[src/rtl/mem_bus_pkg.sv]
// Shared types and defaults for the two-master memory bus arbiter.
// State encoding, master ids and the watchdog counter width helper.
package mem_bus_pkg;

   typedef enum logic [1:0] {
      IDLE,
      GRANT,
      ABORT,
      DRAIN
   } mb_state_t;

   localparam logic MB_M0 = 1'b0;
   localparam logic MB_M1 = 1'b1;

   localparam int MB_ADDR_W  = 32;
   localparam int MB_DATA_W  = 32;
   localparam int MB_TIMEOUT = 255;

   // Width able to hold 0..t; a disabled watchdog still needs one bit.
   function automatic int mb_cnt_w(input int t);
      return (t > 0) ? $clog2(t + 1) : 1;
   endfunction

endpackage

[src/rtl/mem_bus_watchdog.sv]
// Counts consecutive ack-less granted cycles and flags an expiry.
// Counter saturates; TIMEOUT of 0 never expires.
module mem_bus_watchdog
   import mem_bus_pkg::*;
#(
   parameter int TIMEOUT = MB_TIMEOUT
) (
   input  logic clk,
   input  logic rst,
   input  logic run,
   input  logic kick,
   output logic expired
);

   localparam int CW = mb_cnt_w(TIMEOUT);
   localparam logic [CW-1:0] CMAX  = '1;
   localparam logic [CW-1:0] LIMIT =
      (TIMEOUT > 0) ? CW'(TIMEOUT - 1) : '0;
   localparam bit ENABLED = (TIMEOUT > 0);

   logic [CW-1:0] cnt;

   // Clear whenever the bus is not held or memory answers, else count up.
   always_ff @(posedge clk) begin
      if (rst || !run || kick) begin
         cnt <= '0;
      end else if (cnt != CMAX) begin
         cnt <= cnt + CW'(1);
      end
   end

   assign expired = ENABLED && run && !kick && (cnt == LIMIT);

endmodule

[src/rtl/mem_bus_arbiter.sv]
// Round-robin arbiter sharing one memory bus between two masters.
// Grant is held for the whole cyc period; hung cycles are aborted.
module mem_bus_arbiter
   import mem_bus_pkg::*;
#(
   parameter int ADDR_W  = MB_ADDR_W,
   parameter int DATA_W  = MB_DATA_W,
   parameter int TIMEOUT = MB_TIMEOUT
) (
   input  logic              clk,
   input  logic              rst,
   input  logic              m0_cyc_i,
   input  logic              m1_cyc_i,
   input  logic              m0_we_i,
   input  logic              m1_we_i,
   input  logic [ADDR_W-1:0] m0_adr_i,
   input  logic [ADDR_W-1:0] m1_adr_i,
   input  logic [DATA_W-1:0] m0_dat_i,
   input  logic [DATA_W-1:0] m1_dat_i,
   output logic [DATA_W-1:0] m0_dat_o,
   output logic [DATA_W-1:0] m1_dat_o,
   output logic              m0_ack_o,
   output logic              m1_ack_o,
   output logic              m0_err_o,
   output logic              m1_err_o,
   output logic              cyc_m2s,
   output logic              we_m2s,
   output logic [ADDR_W-1:0] adr_m2s,
   output logic [DATA_W-1:0] dat_m2s,
   input  logic              ack_mem,
   input  logic [DATA_W-1:0] dat_mem
);

   mb_state_t state, state_nx;
   logic      owner, owner_nx;
   logic      last, last_nx;
   logic      own_cyc;
   logic      run;
   logic      expired;
   logic      gnt;
   logic      live;

   assign own_cyc = (owner == MB_M1) ? m1_cyc_i : m0_cyc_i;
   assign gnt     = (state == GRANT);
   assign live    = gnt && own_cyc;
   assign run     = live;

   mem_bus_watchdog #(
      .TIMEOUT (TIMEOUT)
   ) u_wd (
      .clk     (clk),
      .rst     (rst),
      .run     (run),
      .kick    (ack_mem),
      .expired (expired)
   );

   // State, owner and round-robin history registers.
   always_ff @(posedge clk) begin
      if (rst) begin
         state <= IDLE;
         owner <= MB_M0;
         last  <= MB_M1;
      end else begin
         state <= state_nx;
         owner <= owner_nx;
         last  <= last_nx;
      end
   end

   // Arbitration and transaction lifetime transitions.
   always_comb begin
      state_nx = state;
      owner_nx = owner;
      last_nx  = last;
      unique case (state)
         IDLE: begin
            if (m0_cyc_i || m1_cyc_i) begin
               if (m0_cyc_i && m1_cyc_i) begin
                  owner_nx = ~last;
               end else begin
                  owner_nx = m1_cyc_i;
               end
               last_nx  = owner_nx;
               state_nx = GRANT;
            end
         end
         GRANT: begin
            if (!own_cyc) begin
               state_nx = IDLE;
            end else if (expired) begin
               state_nx = ABORT;
            end
         end
         ABORT: state_nx = DRAIN;
         DRAIN: begin
            if (!own_cyc) begin
               state_nx = IDLE;
            end
         end
         default: state_nx = IDLE;
      endcase
   end

   // Owner-side muxing to memory and return path back to the owner.
   always_comb begin
      cyc_m2s  = live;
      we_m2s   = 1'b0;
      adr_m2s  = '0;
      dat_m2s  = '0;
      m0_ack_o = 1'b0;
      m1_ack_o = 1'b0;
      m0_dat_o = '0;
      m1_dat_o = '0;
      m0_err_o = 1'b0;
      m1_err_o = 1'b0;
      if (gnt) begin
         we_m2s  = (owner == MB_M1) ? m1_we_i  : m0_we_i;
         adr_m2s = (owner == MB_M1) ? m1_adr_i : m0_adr_i;
         dat_m2s = (owner == MB_M1) ? m1_dat_i : m0_dat_i;
         if (owner == MB_M1) begin
            m1_ack_o = live && ack_mem;
            m1_dat_o = dat_mem;
         end else begin
            m0_ack_o = live && ack_mem;
            m0_dat_o = dat_mem;
         end
      end
      if (state == ABORT) begin
         m0_err_o = (owner == MB_M0);
         m1_err_o = (owner == MB_M1);
      end
   end

endmodule

[config.mk]
export PLATFORM = sky130hd
export DESIGN_NAME = mem_bus_arbiter
export DESIGN_NICKNAME = d
export VERILOG_FILES = /design/src/rtl/mem_bus_pkg.sv /design/src/rtl/mem_bus_watchdog.sv /design/src/rtl/mem_bus_arbiter.sv
export SDC_FILE = /design/constraint.sdc
export NUM_CORES = 1
export LEC_CHECK = 0
export BUFFER_PORTS_ARGS = -buffer_cell sky130_fd_sc_hd__buf_2
export CORE_AREA = 5 5 115 117
export DETAILED_ROUTE_END_ITERATION = 10
export DIE_AREA = 0 0 120 122
export PLACE_DENSITY = 0.56
export SKIP_CTS_REPAIR_TIMING = 1
export SYNTH_ARGS = -nofsm -noshare
export SYNTH_HDL_FRONTEND = slang
export SYNTH_SLANG_ARGS = --single-unit
[constraint.sdc]
create_clock -name clk -period 1.5 [get_ports clk]
set_input_delay 0.3 -clock clk [delete_from_list [all_inputs] [get_ports clk]]
set_output_delay 0.3 -clock clk [all_outputs]
set_load 0.005 [all_outputs]
## After elaboration in Yosys (flattened, before gate mapping)

Cells that the tools add are included.

| storage, ports and cells | value |
|---|---|
| register bits | 12 |
| input bits | 167 |
| word-level logic and storage cells | 51 |

| cells by class | value |
|---|---|
| add/subtract/negate cells | 1 |
| equality and inequality tests | 8 |
| muxes and demuxes | 23 |
| bitwise gates (word level) | 2 |
| reduce and logical (&&, ||, !) cells | 13 |

Operators with widths:

| operator | number |
|---|---|
| $mux W32 | 8 |
| $mux W1 | 10 |
| $add A8 B1 Y8 const B | 1 |
| $eq A8 B8 Y1 const B | 1 |
| $mux W2 | 4 |
| $ne A8 B8 Y1 const B | 1 |
| $pmux W2 S4 | 1 |
| $logic_and A1 B1 Y1 | 5 |
| $eq A2 B2 Y1 const B | 2 |
| $ne A2 B2 Y1 const B | 2 |
| $logic_or A1 B1 Y1 | 3 |
| $ne A3 B3 Y1 const B | 1 |
| $reduce_and A3 Y1 | 1 |
| $eq A2 B1 Y1 const B | 1 |
| $logic_not A1 Y1 | 2 |
| $logic_not A2 Y1 | 1 |
| $not A1 Y1 | 2 |
| $reduce_and A2 Y1 | 1 |

## Longest topological paths before layout

Gate-level depths: netlist (run 1).

| logic depth | value |
|---|---|
| word-level depth | 7 |
| gate-level depth with buffers | 6 |
| depth with buffers taken out | 5 |

## Cells and area by module

From an unflattened synthesis (run 1), not the netlist that was laid out.

| unflattened totals | value |
|---|---|
| cells, all modules | 293 |
| area total of the unflattened synthesis | 2073.2 µm² |

By module, submodules not included:

| module | instances | cells each | area each (µm²) | sequential area each (µm²) |
|---|---|---|---|---|
| mem_bus_arbiter | 1 | 246 | 1671.6 | 80.1 |
| mem_bus_watchdog | 1 | 47 | 401.6 | 160.2 |

## Worst setup path before layout (run 1)

Ideal clock, no wire load.

| timing path | value |
|---|---|
| path kind | register to output |
| from | register owner |
| to | output port adr_m2s[0] |
| arrival | 1.315 ns |
| data required time | 1.200 ns |
| slack | -0.115 ns |
| stages on the path, launching flop included | 6 |
| path buffers | 3 |
| cell sequence | dfxtp_1 -> clkbuf_1 -> clkbuf_1 -> buf_2 -> mux2i_1 -> nor2_1 |

| on the way | value |
|---|---|
| longest elaborated chain between the ends | 2 |

RTL lines:

| what | line | text |
|---|---|---|
| start, declared | mem_bus_arbiter.sv:35 | `logic owner, owner_nx;` |
| start signal, assigned | mem_bus_arbiter.sv:66 | `owner <= owner_nx;` |
| $mux W32 | mem_bus_arbiter.sv:119 | `adr_m2s = (owner == MB_M1) ? m1_adr_i : m0_adr_i;` |
| $mux W32 | mem_bus_arbiter.sv:117 | `if (gnt) begin` |
| end, declared | mem_bus_arbiter.sv:28 | `output logic [ADDR_W-1:0] adr_m2s,` |

Every way passes these cells.

## Final worst setup path (run 1)

| timing path | value |
|---|---|
| from | register owner |
| to | output port dat_m2s[26] |

| on the way | value |
|---|---|
| longest elaborated chain between the ends | 2 |

RTL lines:

| what | line | text |
|---|---|---|
| $mux W32 | mem_bus_arbiter.sv:120 | `dat_m2s = (owner == MB_M1) ? m1_dat_i : m0_dat_i;` |
| $mux W32 | mem_bus_arbiter.sv:117 |  |
| end, declared | mem_bus_arbiter.sv:29 | `output logic [DATA_W-1:0] dat_m2s,` |

Every way passes these cells.

==> run_summary.xml, run 1 <==
<?xml version="1.0" encoding="UTF-8"?>
<metrics>
  <group name="outcome">
    <metric name="run_status" unit="">finished with violations</metric>
    <metric name="violations" unit="">negative setup slack</metric>
  </group>
  <group name="grt">
    <metric name="via_count_of_the_first_global_routing_pass" unit="">2938</metric>
    <metric name="global_route.usage.met2" unit="%">23.6</metric>
    <metric name="global_route.overflow_total" unit="">0</metric>
    <metric name="track_usage" unit="%">12.9</metric>
    <metric name="gr-max-usage-layer" unit="">met2</metric>
    <metric name="globalRouteMet1Util" unit="%">15.9</metric>
    <metric name="number_of_antenna_violations_at_the_first_check_in_global_routing" unit="">2</metric>
    <metric name="grt_start_max_net_pins" unit="">63</metric>
    <metric name="globalRouteMet3Util" unit="%">2.60</metric>
    <metric name="grt_first_pass_wirelength" unit="um">15500</metric>
  </group>
  <group name="drt">
    <metric name="route.vias.total" unit="">3299</metric>
    <metric name="route.detailed.wl_per_inst" unit="um">16.2</metric>
    <metric name="detailedRoute.firstPassIterationCount" unit="">4</metric>
    <metric name="post_dr_vias_cell" unit="">4.35</metric>
    <metric name="detailed_route_drc_error_count" unit="">0</metric>
    <metric name="final_wirelength" unit="um">12300</metric>
    <metric name="antenna_violating_nets_post_route" unit="">0</metric>
    <metric name="detailedRoute.firstIterationViolations" unit="">109</metric>
  </group>
  <group name="placed_design">
    <metric name="hpwl" unit="um">9080</metric>
    <metric name="worst_setup_slack_before_clock_tree_synthesis" unit="ns">0.0284</metric>
    <metric name="placedCellCount" unit="">732</metric>
    <metric name="port-buffer-count" unit="">300</metric>
    <metric name="routabilityCongestion" unit="">0.854</metric>
  </group>
  <group name="timing">
    <metric name="layout_min_cycle_time" unit="ns">1.69</metric>
    <metric name="finalSetupViolCount" unit="">134</metric>
    <metric name="maxClockFrequency" unit="MHz">592</metric>
    <metric name="max_slew_margin" unit="%">74.0</metric>
    <metric name="timing_max_transition_violations_final" unit="">0</metric>
    <metric name="timing.hold.ws" unit="ns">0.274</metric>
    <metric name="layout_worst_path_cycle_share" unit="%">113</metric>
    <metric name="timing_worst_slew_pin_value" unit="ns">0.383</metric>
    <metric name="final_critical_path_setup_slack" unit="ns">-0.190</metric>
    <metric name="grt_setup_unrepaired" unit="">yes</metric>
    <metric name="timing_hold_violations_final" unit="">0</metric>
    <metric name="worst_case_clock_skew" unit="ns">0.00251</metric>
  </group>
  <group name="yosys">
    <metric name="yosys-top-cells-area" unit="">sky130_fd_sc_hd__mux2i_1, sky130_fd_sc_hd__nor2_1, sky130_fd_sc_hd__dfxtp_1</metric>
    <metric name="synth_sequential_area_ratio" unit="%">11.6</metric>
    <metric name="post_synth_fa_ha_maj_area_fraction" unit="%">1.21</metric>
    <metric name="synthXorXnorAreaFrac" unit="%">1.27</metric>
    <metric name="synth-edff-count" unit="">0</metric>
    <metric name="post_synth_and_or_nand_nor_area_fraction" unit="%">42.6</metric>
    <metric name="synth_area_per_cell" unit="um2">7.13</metric>
    <metric name="synth_mux_area_share" unit="%">32.0</metric>
    <metric name="library_cell_with_the_highest_instance_count_after_synthesis" unit="">sky130_fd_sc_hd__nor2_1</metric>
    <metric name="synth.net_count" unit="">459</metric>
    <metric name="synth-async-reset-ratio" unit="%">0</metric>
    <metric name="yosys.area.top_type" unit="">sky130_fd_sc_hd__mux2i_1</metric>
    <metric name="netlist_instances" unit="">290</metric>
    <metric name="top_ff_cell_synth" unit="">sky130_fd_sc_hd__dfxtp_1</metric>
    <metric name="synth.top_cell.area_share" unit="%">32.0</metric>
    <metric name="synth.ff_latch_count" unit="">12</metric>
    <metric name="synth.distinct_cells" unit="">37</metric>
    <metric name="ys.warnings.count" unit="">0</metric>
    <metric name="dominant_combinational_cell_family_by_area_after_synthesis" unit="">simple AND/OR/NAND/NOR gates</metric>
    <metric name="area_fraction_in_compound_gates_after_synthesis" unit="%">4.36</metric>
    <metric name="synth.cells.most_frequent" unit="">sky130_fd_sc_hd__nor2_1, sky130_fd_sc_hd__mux2i_1, sky130_fd_sc_hd__and3_1</metric>
    <metric name="netlist_area" unit="mm2">0.00207</metric>
  </group>
  <group name="critical_path">
    <metric name="critical-path-top-cell-by-count" unit="">sky130_fd_sc_hd__buf_12</metric>
    <metric name="cp-end-kind" unit="">output port</metric>
    <metric name="critical_path_arrival" unit="ns">1.39</metric>
    <metric name="critical_path_required" unit="ns">1.20</metric>
    <metric name="criticalPathCategory" unit="">register to output port</metric>
    <metric name="critPathMaxFanout" unit="">16</metric>
    <metric name="path_buf_inv" unit="">3</metric>
    <metric name="timing.critical_path.max_delay_family" unit="">buffers and inverters</metric>
    <metric name="cpPeakStageDelay" unit="ns">0.36</metric>
    <metric name="worstPathCellList" unit="">buf_12, buf_12, mux2i_2, nor2_1, buf_2</metric>
    <metric name="setup.worst_path.start_class" unit="">register</metric>
    <metric name="slowest_stage_cell_on_the_critical_path" unit="">sky130_fd_sc_hd__dfxtp_4</metric>
  </group>
  <group name="floorplan">
    <metric name="die_area" unit="mm2">0.0146</metric>
    <metric name="die_height" unit="um">122</metric>
    <metric name="fp.coreArea" unit="mm2">0.0123</metric>
    <metric name="fp-row-count" unit="">41</metric>
    <metric name="fp.dieW" unit="um">120</metric>
    <metric name="num_io_pins" unit="">301</metric>
    <metric name="start_util" unit="%">16.9</metric>
  </group>
  <group name="clocking">
    <metric name="clk-insertion-delay-late" unit="ns">0.24</metric>
    <metric name="cts_tree" unit="">done</metric>
    <metric name="path_clk_slew" unit="ns">0.04</metric>
    <metric name="number_of_clock_sinks" unit="">12</metric>
    <metric name="htree_levels" unit="">1</metric>
    <metric name="clock_path_buffers" unit="">2</metric>
    <metric name="clk_root_buffer_cell" unit="">sky130_fd_sc_hd__clkbuf_16</metric>
    <metric name="cts_inserted_buffers" unit="">3</metric>
  </group>
  <group name="cells_and_area">
    <metric name="syn_to_final_growth" unit="%">121</metric>
    <metric name="seqCellArea" unit="um2">246</metric>
    <metric name="multi_input_area" unit="mm2">0.00190</metric>
    <metric name="num-nets-final" unit="">778</metric>
    <metric name="fill_cells" unit="">1276</metric>
    <metric name="layoutNonFillerInstCount" unit="">759</metric>
    <metric name="layout-drive-gt1-share" unit="%">66.0</metric>
  </group>
  <group name="power">
    <metric name="leakage" unit="uW">0.00252</metric>
    <metric name="ir_worst_vdd" unit="mV">0.566</metric>
    <metric name="post-layout-total-power" unit="uW">2250</metric>
    <metric name="power.density_cell_area" unit="mW/mm2">493</metric>
  </group>
  <group name="job">
    <metric name="max_cap_viol_count" unit="">0</metric>
  </group>
  <group name="min_path">
    <metric name="holdCritPathClass" unit="">primary input to register</metric>
  </group>
</metrics>
-- per-layer routing --
layer / routed length (um) / share of wire (%) / vias to the layer above
met5: 13 / 0.11 / -
met1: 5120 / 42 / 1482
met4: 89 / 0.72 / 2
met3: 999 / 8.1 / 13
met2: 6060 / 49 / 156
li1: - / - / 1646
-- worst paths after layout --
| path | start | endpoint | slack [ns] | cells after the start |
|---|---|---|---|---|
| hold reg to reg | last | last | 0.50 | 1 |
| setup reg to reg | register | u_wd.cnt[7] | 0.10 | 3 |
| setup / recovery | owner | dat_m2s[26] | -0.19 | 5 |
| hold / removal | rst | owner | 0.27 | 2 |
-- report_power, final --
part	total, uW	internal (uW)	switching [uW]
sequential	339	328	11.1
clock	549	403	147
combinational	1360	761	599
-- sequential cells by signal (all words and copies together), names as in the netlist, named ones only --
name      cells
last          1
owner         1
state         1
u_wd.cnt      8
-- per-stage QoR --
stage,setup TNS (ns),instance area [um2],util (%)
floorplan,0,2090,-
global placement,0,3890,31.7
detailed placement,0,3890,31.7
CTS,-18.44,3980,32.5
global route,-22.86,4560,37.2
finish,-14.52,4560,37.2
-- area by class of cell --
type	count	share of cell area, %
antenna	1	0.0549
clock buffer	4	1.95
inverter	1	0.0823
multi-input combinational	248	41.7
sequential	12	5.40
tap	150	4.11
timing repair buffer	343	46.7
-- cells in the final DEF (no fill, tap or decap), types with 3 or more instances in the layout --
master | Yosys | routed
sky130_fd_sc_hd__buf_12 | 0 | 11
sky130_fd_sc_hd__buf_6 | 3 | 7
sky130_fd_sc_hd__nand3_1 | 3 | 3
sky130_fd_sc_hd__and3_1 | 34 | 33
sky130_fd_sc_hd__nor2_4 | 0 | 7
sky130_fd_sc_hd__buf_2 | 7 | 299
sky130_fd_sc_hd__nor2_1 | 69 | 43
sky130_fd_sc_hd__nor2_2 | 0 | 19
sky130_fd_sc_hd__mux2i_2 | 0 | 10
sky130_fd_sc_hd__buf_4 | 0 | 17
sky130_fd_sc_hd__clkbuf_16 | 0 | 9
sky130_fd_sc_hd__and2_1 | 32 | 32
sky130_fd_sc_hd__mux2i_4 | 0 | 5
sky130_fd_sc_hd__nand4_1 | 3 | 3
sky130_fd_sc_hd__nor3_1 | 4 | 4
sky130_fd_sc_hd__mux2i_1 | 66 | 51
sky130_fd_sc_hd__a21oi_1 | 4 | 4
sky130_fd_sc_hd__dfxtp_1 | 12 | 9
-- cells by family (layout without fill, tap and decap cells) --
logic type | after synthesis | after routing
other cells | 0 | 1
buf+inv | 30 | 348
simple gates | 164 | 164
flops | 12 | 12
xor+xnor | 3 | 3
fa+ha+maj | 2 | 2
mux | 66 | 66
compound gates | 13 | 13
No activity file was read; power rests on OpenSTA's default activity.
==> inputs of run 2 (changes only) <==
==> constraint.sdc (replaced) <==
create_clock -name clk -period 1.5 [get_ports clk]
set_input_delay 0.075 -clock clk [delete_from_list [all_inputs] [get_ports clk]]
set_output_delay 0.075 -clock clk [all_outputs]
set_load 0.005 [all_outputs]
==> run_summary.xml, run 2 (synthesis gave the netlist of run 1 again) <==
<?xml version="1.0" encoding="UTF-8"?>
<metrics>
  <group name="power">
    <metric name="ir_worst_vdd" unit="mV">0.298</metric>
    <metric name="post-layout-total-power" unit="uW">1920</metric>
    <metric name="leakage" unit="uW">0.00233</metric>
    <metric name="power.density_cell_area" unit="mW/mm2">475</metric>
  </group>
  <group name="critical_path">
    <metric name="cp-end-kind" unit="">output port</metric>
    <metric name="worst-r2r-cell-count" unit="">4</metric>
    <metric name="r2r_end" unit="">u_wd.cnt[1]</metric>
    <metric name="setup.worst_path.start_class" unit="">register</metric>
    <metric name="critical_path_required" unit="ns">1.42</metric>
    <metric name="critPathMaxFanout" unit="">13</metric>
    <metric name="regToRegStartpoint" unit="">u_wd.cnt[1]</metric>
    <metric name="slowest_stage_cell_on_the_critical_path" unit="">sky130_fd_sc_hd__dfxtp_4</metric>
    <metric name="cpPeakStageDelay" unit="ns">0.40</metric>
    <metric name="r2r_slack" unit="ns">0.13</metric>
    <metric name="worstPathCellList" unit="">buf_16, buf_12, mux2i_2, nor2_1, buf_2</metric>
    <metric name="criticalPathCategory" unit="">register to output port</metric>
    <metric name="start_point_of_the_critical_path" unit="">owner</metric>
    <metric name="critical_path_arrival" unit="ns">1.39</metric>
  </group>
  <group name="timing">
    <metric name="layout_worst_path_cycle_share" unit="%">97.6</metric>
    <metric name="final.setup.tns" unit="ns">0</metric>
    <metric name="grt_setup_unrepaired" unit="">yes</metric>
    <metric name="layout_min_cycle_time" unit="ns">1.46</metric>
    <metric name="max_slew_margin" unit="%">76.8</metric>
    <metric name="timing.hold.ws" unit="ns">0.0673</metric>
    <metric name="finalSetupViolCount" unit="">0</metric>
    <metric name="timing_hold_violations_final" unit="">0</metric>
    <metric name="final_critical_path_setup_slack" unit="ns">0.0356</metric>
    <metric name="timing_max_transition_violations_final" unit="">0</metric>
    <metric name="worst_case_clock_skew" unit="ns">0.00215</metric>
    <metric name="maxClockFrequency" unit="MHz">683</metric>
    <metric name="timing_worst_slew_pin_value" unit="ns">0.342</metric>
  </group>
  <group name="clocking">
    <metric name="clk_root_buffer_cell" unit="">sky130_fd_sc_hd__clkbuf_16</metric>
    <metric name="htree_levels" unit="">1</metric>
    <metric name="clock_path_buffers" unit="">2</metric>
    <metric name="clk-insertion-delay-late" unit="ns">0.24</metric>
    <metric name="cts_inserted_buffers" unit="">3</metric>
    <metric name="path_clk_slew" unit="ns">0.04</metric>
    <metric name="cts_tree" unit="">done</metric>
    <metric name="number_of_clock_sinks" unit="">12</metric>
  </group>
  <group name="cells_and_area">
    <metric name="fill_cells" unit="">1338</metric>
    <metric name="num-nets-final" unit="">758</metric>
    <metric name="layout.cells.most_common" unit="">sky130_fd_sc_hd__buf_2</metric>
    <metric name="largest-register" unit="">u_wd.cnt</metric>
    <metric name="syn_to_final_growth" unit="%">95.4</metric>
    <metric name="layout-drive-gt1-share" unit="%">58.3</metric>
    <metric name="layout_common_cells" unit="">sky130_fd_sc_hd__buf_2, sky130_fd_sc_hd__nor2_1, sky130_fd_sc_hd__mux2i_1</metric>
    <metric name="finish.utilization" unit="%">32.9</metric>
    <metric name="largest_reg_flops" unit="">8</metric>
  </group>
  <group name="floorplan">
    <metric name="start_util" unit="%">16.9</metric>
    <metric name="num_io_pins" unit="">301</metric>
    <metric name="fp.dieW" unit="um">120</metric>
    <metric name="fp.coreArea" unit="mm2">0.0123</metric>
    <metric name="die_height" unit="um">122</metric>
    <metric name="fp-row-count" unit="">41</metric>
    <metric name="die_area" unit="mm2">0.0146</metric>
  </group>
  <group name="grt">
    <metric name="global_route.overflow_total" unit="">0</metric>
    <metric name="number_of_antenna_violations_at_the_first_check_in_global_routing" unit="">1</metric>
    <metric name="via_count_of_the_first_global_routing_pass" unit="">2932</metric>
    <metric name="track_usage" unit="%">13.0</metric>
    <metric name="grt_start_max_net_pins" unit="">66</metric>
    <metric name="grt_first_pass_wirelength" unit="um">15600</metric>
  </group>
  <group name="drt">
    <metric name="detailedRoute.firstPassIterationCount" unit="">5</metric>
    <metric name="antenna_violating_nets_post_route" unit="">0</metric>
    <metric name="final_wirelength" unit="um">11500</metric>
    <metric name="post_dr_vias_cell" unit="">4.28</metric>
    <metric name="detailed_route_drc_error_count" unit="">0</metric>
    <metric name="detailedRoute.firstIterationViolations" unit="">92</metric>
    <metric name="route.vias.total" unit="">3164</metric>
    <metric name="route.detailed.wl_per_inst" unit="um">15.6</metric>
  </group>
  <group name="min_path">
    <metric name="whs_endpoint" unit="">owner</metric>
    <metric name="holdCritPathClass" unit="">primary input to register</metric>
    <metric name="hold-path-cell-count" unit="">2</metric>
    <metric name="worstHoldStart" unit="">rst</metric>
  </group>
  <group name="placed_design">
    <metric name="worst_setup_slack_before_clock_tree_synthesis" unit="ns">0.0346</metric>
    <metric name="port-buffer-count" unit="">300</metric>
    <metric name="hpwl" unit="um">9440</metric>
    <metric name="routabilityCongestion" unit="">0.761</metric>
  </group>
  <group name="job">
    <metric name="max_cap_viol_count" unit="">0</metric>
  </group>
  <group name="outcome">
    <metric name="run_status" unit="">finished clean</metric>
  </group>
</metrics>
run 2: area by class of cell:
class / instances / area (um2) / share of cell area, %
well taps: 150 / 188 / 4.65
diodes: 1 / 2.50 / 0.0620
repair buffers: 323 / 1800 / 44.6
clock buffers: 4 / 78.8 / 1.95
multi-input cells: 248 / 1720 / 42.6
inverters: 1 / 3.75 / 0.0929
flip-flops and latches: 12 / 245 / 6.07
run 2: critical path: cells and delay by family, from the launching register on:
family	cells	cell delay (ns)
buf+inv	3	0.45
mux	1	0.22
flops	1	0.40
simple gates	1	0.05
run 2: how the worst max path moves through the flow:
stage                        to  slack (ns)  depth (start not counted)
finish               adr_m2s[4]        0.04                          5
global route           m1_ack_o       -0.04                          4
CTS                  adr_m2s[6]       -0.24                          4
detailed placement   adr_m2s[6]        0.03                          4
global placement    adr_m2s[24]        0.09                          4
floorplan           u_wd.cnt[7]        0.02                          6
run 2: power breakdown:
part | total, uW | switching, uW | internal (uW)
sequential | 342 | 13.3 | 329
clock | 494 | 136 | 357
combinational | 1080 | 496 | 589
total | 1920 | 645 | 1270
run 2: through the flow:
stage          instances  instance area [um2]
3_3_place_gp         726                 3780
6_report             739                 4040
5_1_grt              739                 4040
4_1_cts              730                 3860
3_5_place_dp         726                 3780
2_1_floorplan        290                 2070
run 2: per-layer routing:
layer	track usage, %	wire (um)	vias up
met1	16.5	4560	1354
met3	4.18	1270	11
met5	0	0	-
met2	22.1	5600	203
met4	2.15	77	0
li1	-	-	1596
==> inputs of run 3 (changes only) <==
Settings changed: CORE_AREA 5 5 115 117 to 3 3 116 118, DIE_AREA 0 0 120 122 to 0 0 119 121, PLACE_DENSITY 0.56 to 0.54.
Clock period 1.5 ns to 1.3 ns, I/O delays scaled along.
==> run_summary.xml, run 3 (synthesis gave the netlist of run 1 again) <==
<?xml version="1.0" encoding="UTF-8"?>
<metrics>
  <group name="timing">
    <metric name="worst_case_clock_skew" unit="ns">0.00281</metric>
    <metric name="layout_min_cycle_time" unit="ns">1.47</metric>
    <metric name="finalSetupViolCount" unit="">133</metric>
    <metric name="timing.hold.ws" unit="ns">0.0316</metric>
    <metric name="grt_setup_unrepaired" unit="">yes</metric>
    <metric name="timing_hold_violations_final" unit="">0</metric>
    <metric name="layout_worst_path_cycle_share" unit="%">113</metric>
    <metric name="final_critical_path_setup_slack" unit="ns">-0.168</metric>
    <metric name="timing_max_transition_violations_final" unit="">0</metric>
    <metric name="timing_worst_slew_pin_value" unit="ns">0.352</metric>
    <metric name="maxClockFrequency" unit="MHz">681</metric>
    <metric name="max_slew_margin" unit="%">76.2</metric>
  </group>
  <group name="placed_design">
    <metric name="hpwl" unit="um">8730</metric>
    <metric name="port-buffer-count" unit="">300</metric>
    <metric name="routabilityCongestion" unit="">0.833</metric>
  </group>
  <group name="drt">
    <metric name="antenna_violating_nets_post_route" unit="">0</metric>
    <metric name="detailedRoute.firstPassIterationCount" unit="">4</metric>
    <metric name="route.detailed.wl_per_inst" unit="um">14.6</metric>
    <metric name="post_dr_vias_cell" unit="">4.18</metric>
    <metric name="detailed_route_drc_error_count" unit="">0</metric>
    <metric name="detailedRoute.firstIterationViolations" unit="">170</metric>
    <metric name="route.vias.total" unit="">3232</metric>
    <metric name="final_wirelength" unit="um">11300</metric>
  </group>
  <group name="outcome">
    <metric name="violations" unit="">negative setup slack</metric>
    <metric name="run_status" unit="">finished with violations</metric>
  </group>
  <group name="power">
    <metric name="pwr-share-seq" unit="%">16.4</metric>
    <metric name="power.internal" unit="uW">1620</metric>
    <metric name="power.share.switching" unit="%">32.6</metric>
    <metric name="total_switching_power" unit="uW">785</metric>
    <metric name="power.density_cell_area" unit="mW/mm2">557</metric>
    <metric name="pwr-share-clk" unit="%">26.1</metric>
    <metric name="power_frac_comb" unit="%">57.5</metric>
    <metric name="leakage" unit="uW">0.00245</metric>
    <metric name="ir_worst_vdd" unit="mV">0.623</metric>
  </group>
  <group name="grt">
    <metric name="grt_first_pass_wirelength" unit="um">15100</metric>
    <metric name="grt_start_max_net_pins" unit="">50</metric>
    <metric name="track_usage" unit="%">12.7</metric>
    <metric name="via_count_of_the_first_global_routing_pass" unit="">2792</metric>
    <metric name="global_route.overflow_total" unit="">0</metric>
    <metric name="number_of_antenna_violations_at_the_first_check_in_global_routing" unit="">2</metric>
  </group>
  <group name="critical_path">
    <metric name="critical_path_required" unit="ns">1.24</metric>
    <metric name="r2r_slack" unit="ns">-0.02</metric>
    <metric name="worst-r2r-cell-count" unit="">3</metric>
    <metric name="criticalPathCategory" unit="">register to output port</metric>
    <metric name="setup.worst_path.start_class" unit="">register</metric>
    <metric name="cp-end-kind" unit="">output port</metric>
    <metric name="critPathMaxFanout" unit="">8</metric>
    <metric name="r2r_end" unit="">u_wd.cnt[1]</metric>
    <metric name="critical_path_arrival" unit="ns">1.40</metric>
    <metric name="regToRegStartpoint" unit="">owner</metric>
  </group>
  <group name="cells_and_area">
    <metric name="syn_to_final_growth" unit="%">109</metric>
    <metric name="layout-drive-gt1-share" unit="%">60.3</metric>
    <metric name="largest-register" unit="">u_wd.cnt</metric>
    <metric name="largest_reg_flops" unit="">8</metric>
    <metric name="layout_common_cells" unit="">sky130_fd_sc_hd__buf_2, sky130_fd_sc_hd__nor2_1, sky130_fd_sc_hd__mux2i_1</metric>
    <metric name="num-nets-final" unit="">770</metric>
    <metric name="layout.cells.most_common" unit="">sky130_fd_sc_hd__buf_2</metric>
    <metric name="finish.utilization" unit="%">34.4</metric>
  </group>
  <group name="floorplan">
    <metric name="fp.dieW" unit="um">119</metric>
    <metric name="start_util" unit="%">16.4</metric>
    <metric name="die_height" unit="um">121</metric>
    <metric name="die_area" unit="mm2">0.0144</metric>
    <metric name="fp-row-count" unit="">41</metric>
    <metric name="num_io_pins" unit="">301</metric>
    <metric name="fp.coreArea" unit="mm2">0.0126</metric>
  </group>
  <group name="min_path">
    <metric name="hold-path-cell-count" unit="">2</metric>
    <metric name="holdCritPathClass" unit="">primary input to register</metric>
    <metric name="worstHoldStart" unit="">rst</metric>
    <metric name="whs_endpoint" unit="">owner</metric>
  </group>
  <group name="clocking">
    <metric name="cts_inserted_buffers" unit="">3</metric>
    <metric name="htree_levels" unit="">1</metric>
    <metric name="cts_tree" unit="">done</metric>
    <metric name="clock_path_buffers" unit="">2</metric>
    <metric name="clk_root_buffer_cell" unit="">sky130_fd_sc_hd__clkbuf_16</metric>
    <metric name="path_clk_slew" unit="ns">0.04</metric>
    <metric name="clk-insertion-delay-late" unit="ns">0.24</metric>
    <metric name="number_of_clock_sinks" unit="">12</metric>
  </group>
  <group name="job">
    <metric name="max_cap_viol_count" unit="">0</metric>
  </group>
</metrics>
[run 3: cell type report]
class / instances / area (um2)
clock buffer: 4 / 88.8
tap: 172 / 215
inverter: 1 / 3.75
multi-input combinational: 248 / 1740
timing repair buffer: 335 / 2020
sequential: 12 / 249
fill: 1357 / 8250
antenna: 2 / 5.00
[run 3: metal layers]
metal	share of wire [%]	global-route usage, %	vias up
met2	50	22.1	151
met1	42	16.7	1441
li1	-	-	1630
met4	0.96	2.46	0
met5	0	0	-
met3	6.9	1.72	10
[run 3: power by group through the flow]
stage / logic [uW] / clock network, uW / registers (uW)
floorplan: 546 / 0 / 389
global placement: 1200 / 0 / 397
detailed placement: 1200 / 0 / 398
CTS: 1200 / 645 / 391
global route: 1510 / 652 / 395
finish: 1380 / 628 / 394
[run 3: worst max-delay path by stage]
stage | from | to | slack, ns | depth (start not counted)
after floorplan | register | u_wd.cnt[7] | -0.16 | 6
after global placement | state[0] | u_wd.cnt[5] | 0.009 | 3
after detailed placement | state[0] | u_wd.cnt[1] | -0.007 | 3
after CTS | owner | m0_dat_o[15] | -0.19 | 5
after global routing | owner | m0_dat_o[24] | -0.20 | 6
final | owner | m0_dat_o[24] | -0.17 | 6
[run 3: per-stage QoR]
step	cells	total power (uW)	instance area [um2]	setup slack (ns)	setup TNS (ns)
global placement	757	1600	3930	0.00890	0
finish	774	2410	4320	-0.168	-13.25
detailed placement	757	1600	3930	-0.00726	-0.0125
global route	774	2560	4320	-0.199	-20.39
CTS	761	2240	4020	-0.195	-19.05
floorplan	290	935	2080	-0.160	-1.05
[run 3: worst max-delay path: stages (launching register included)]
cell and delay, ns:
sky130_fd_sc_hd__dfxtp_4 0.41, sky130_fd_sc_hd__buf_12 0.15, sky130_fd_sc_hd__nor2_4 0.04, sky130_fd_sc_hd__buf_12 0.13, sky130_fd_sc_hd__clkbuf_16 0.16, sky130_fd_sc_hd__and2_1 0.15, sky130_fd_sc_hd__buf_2 0.12
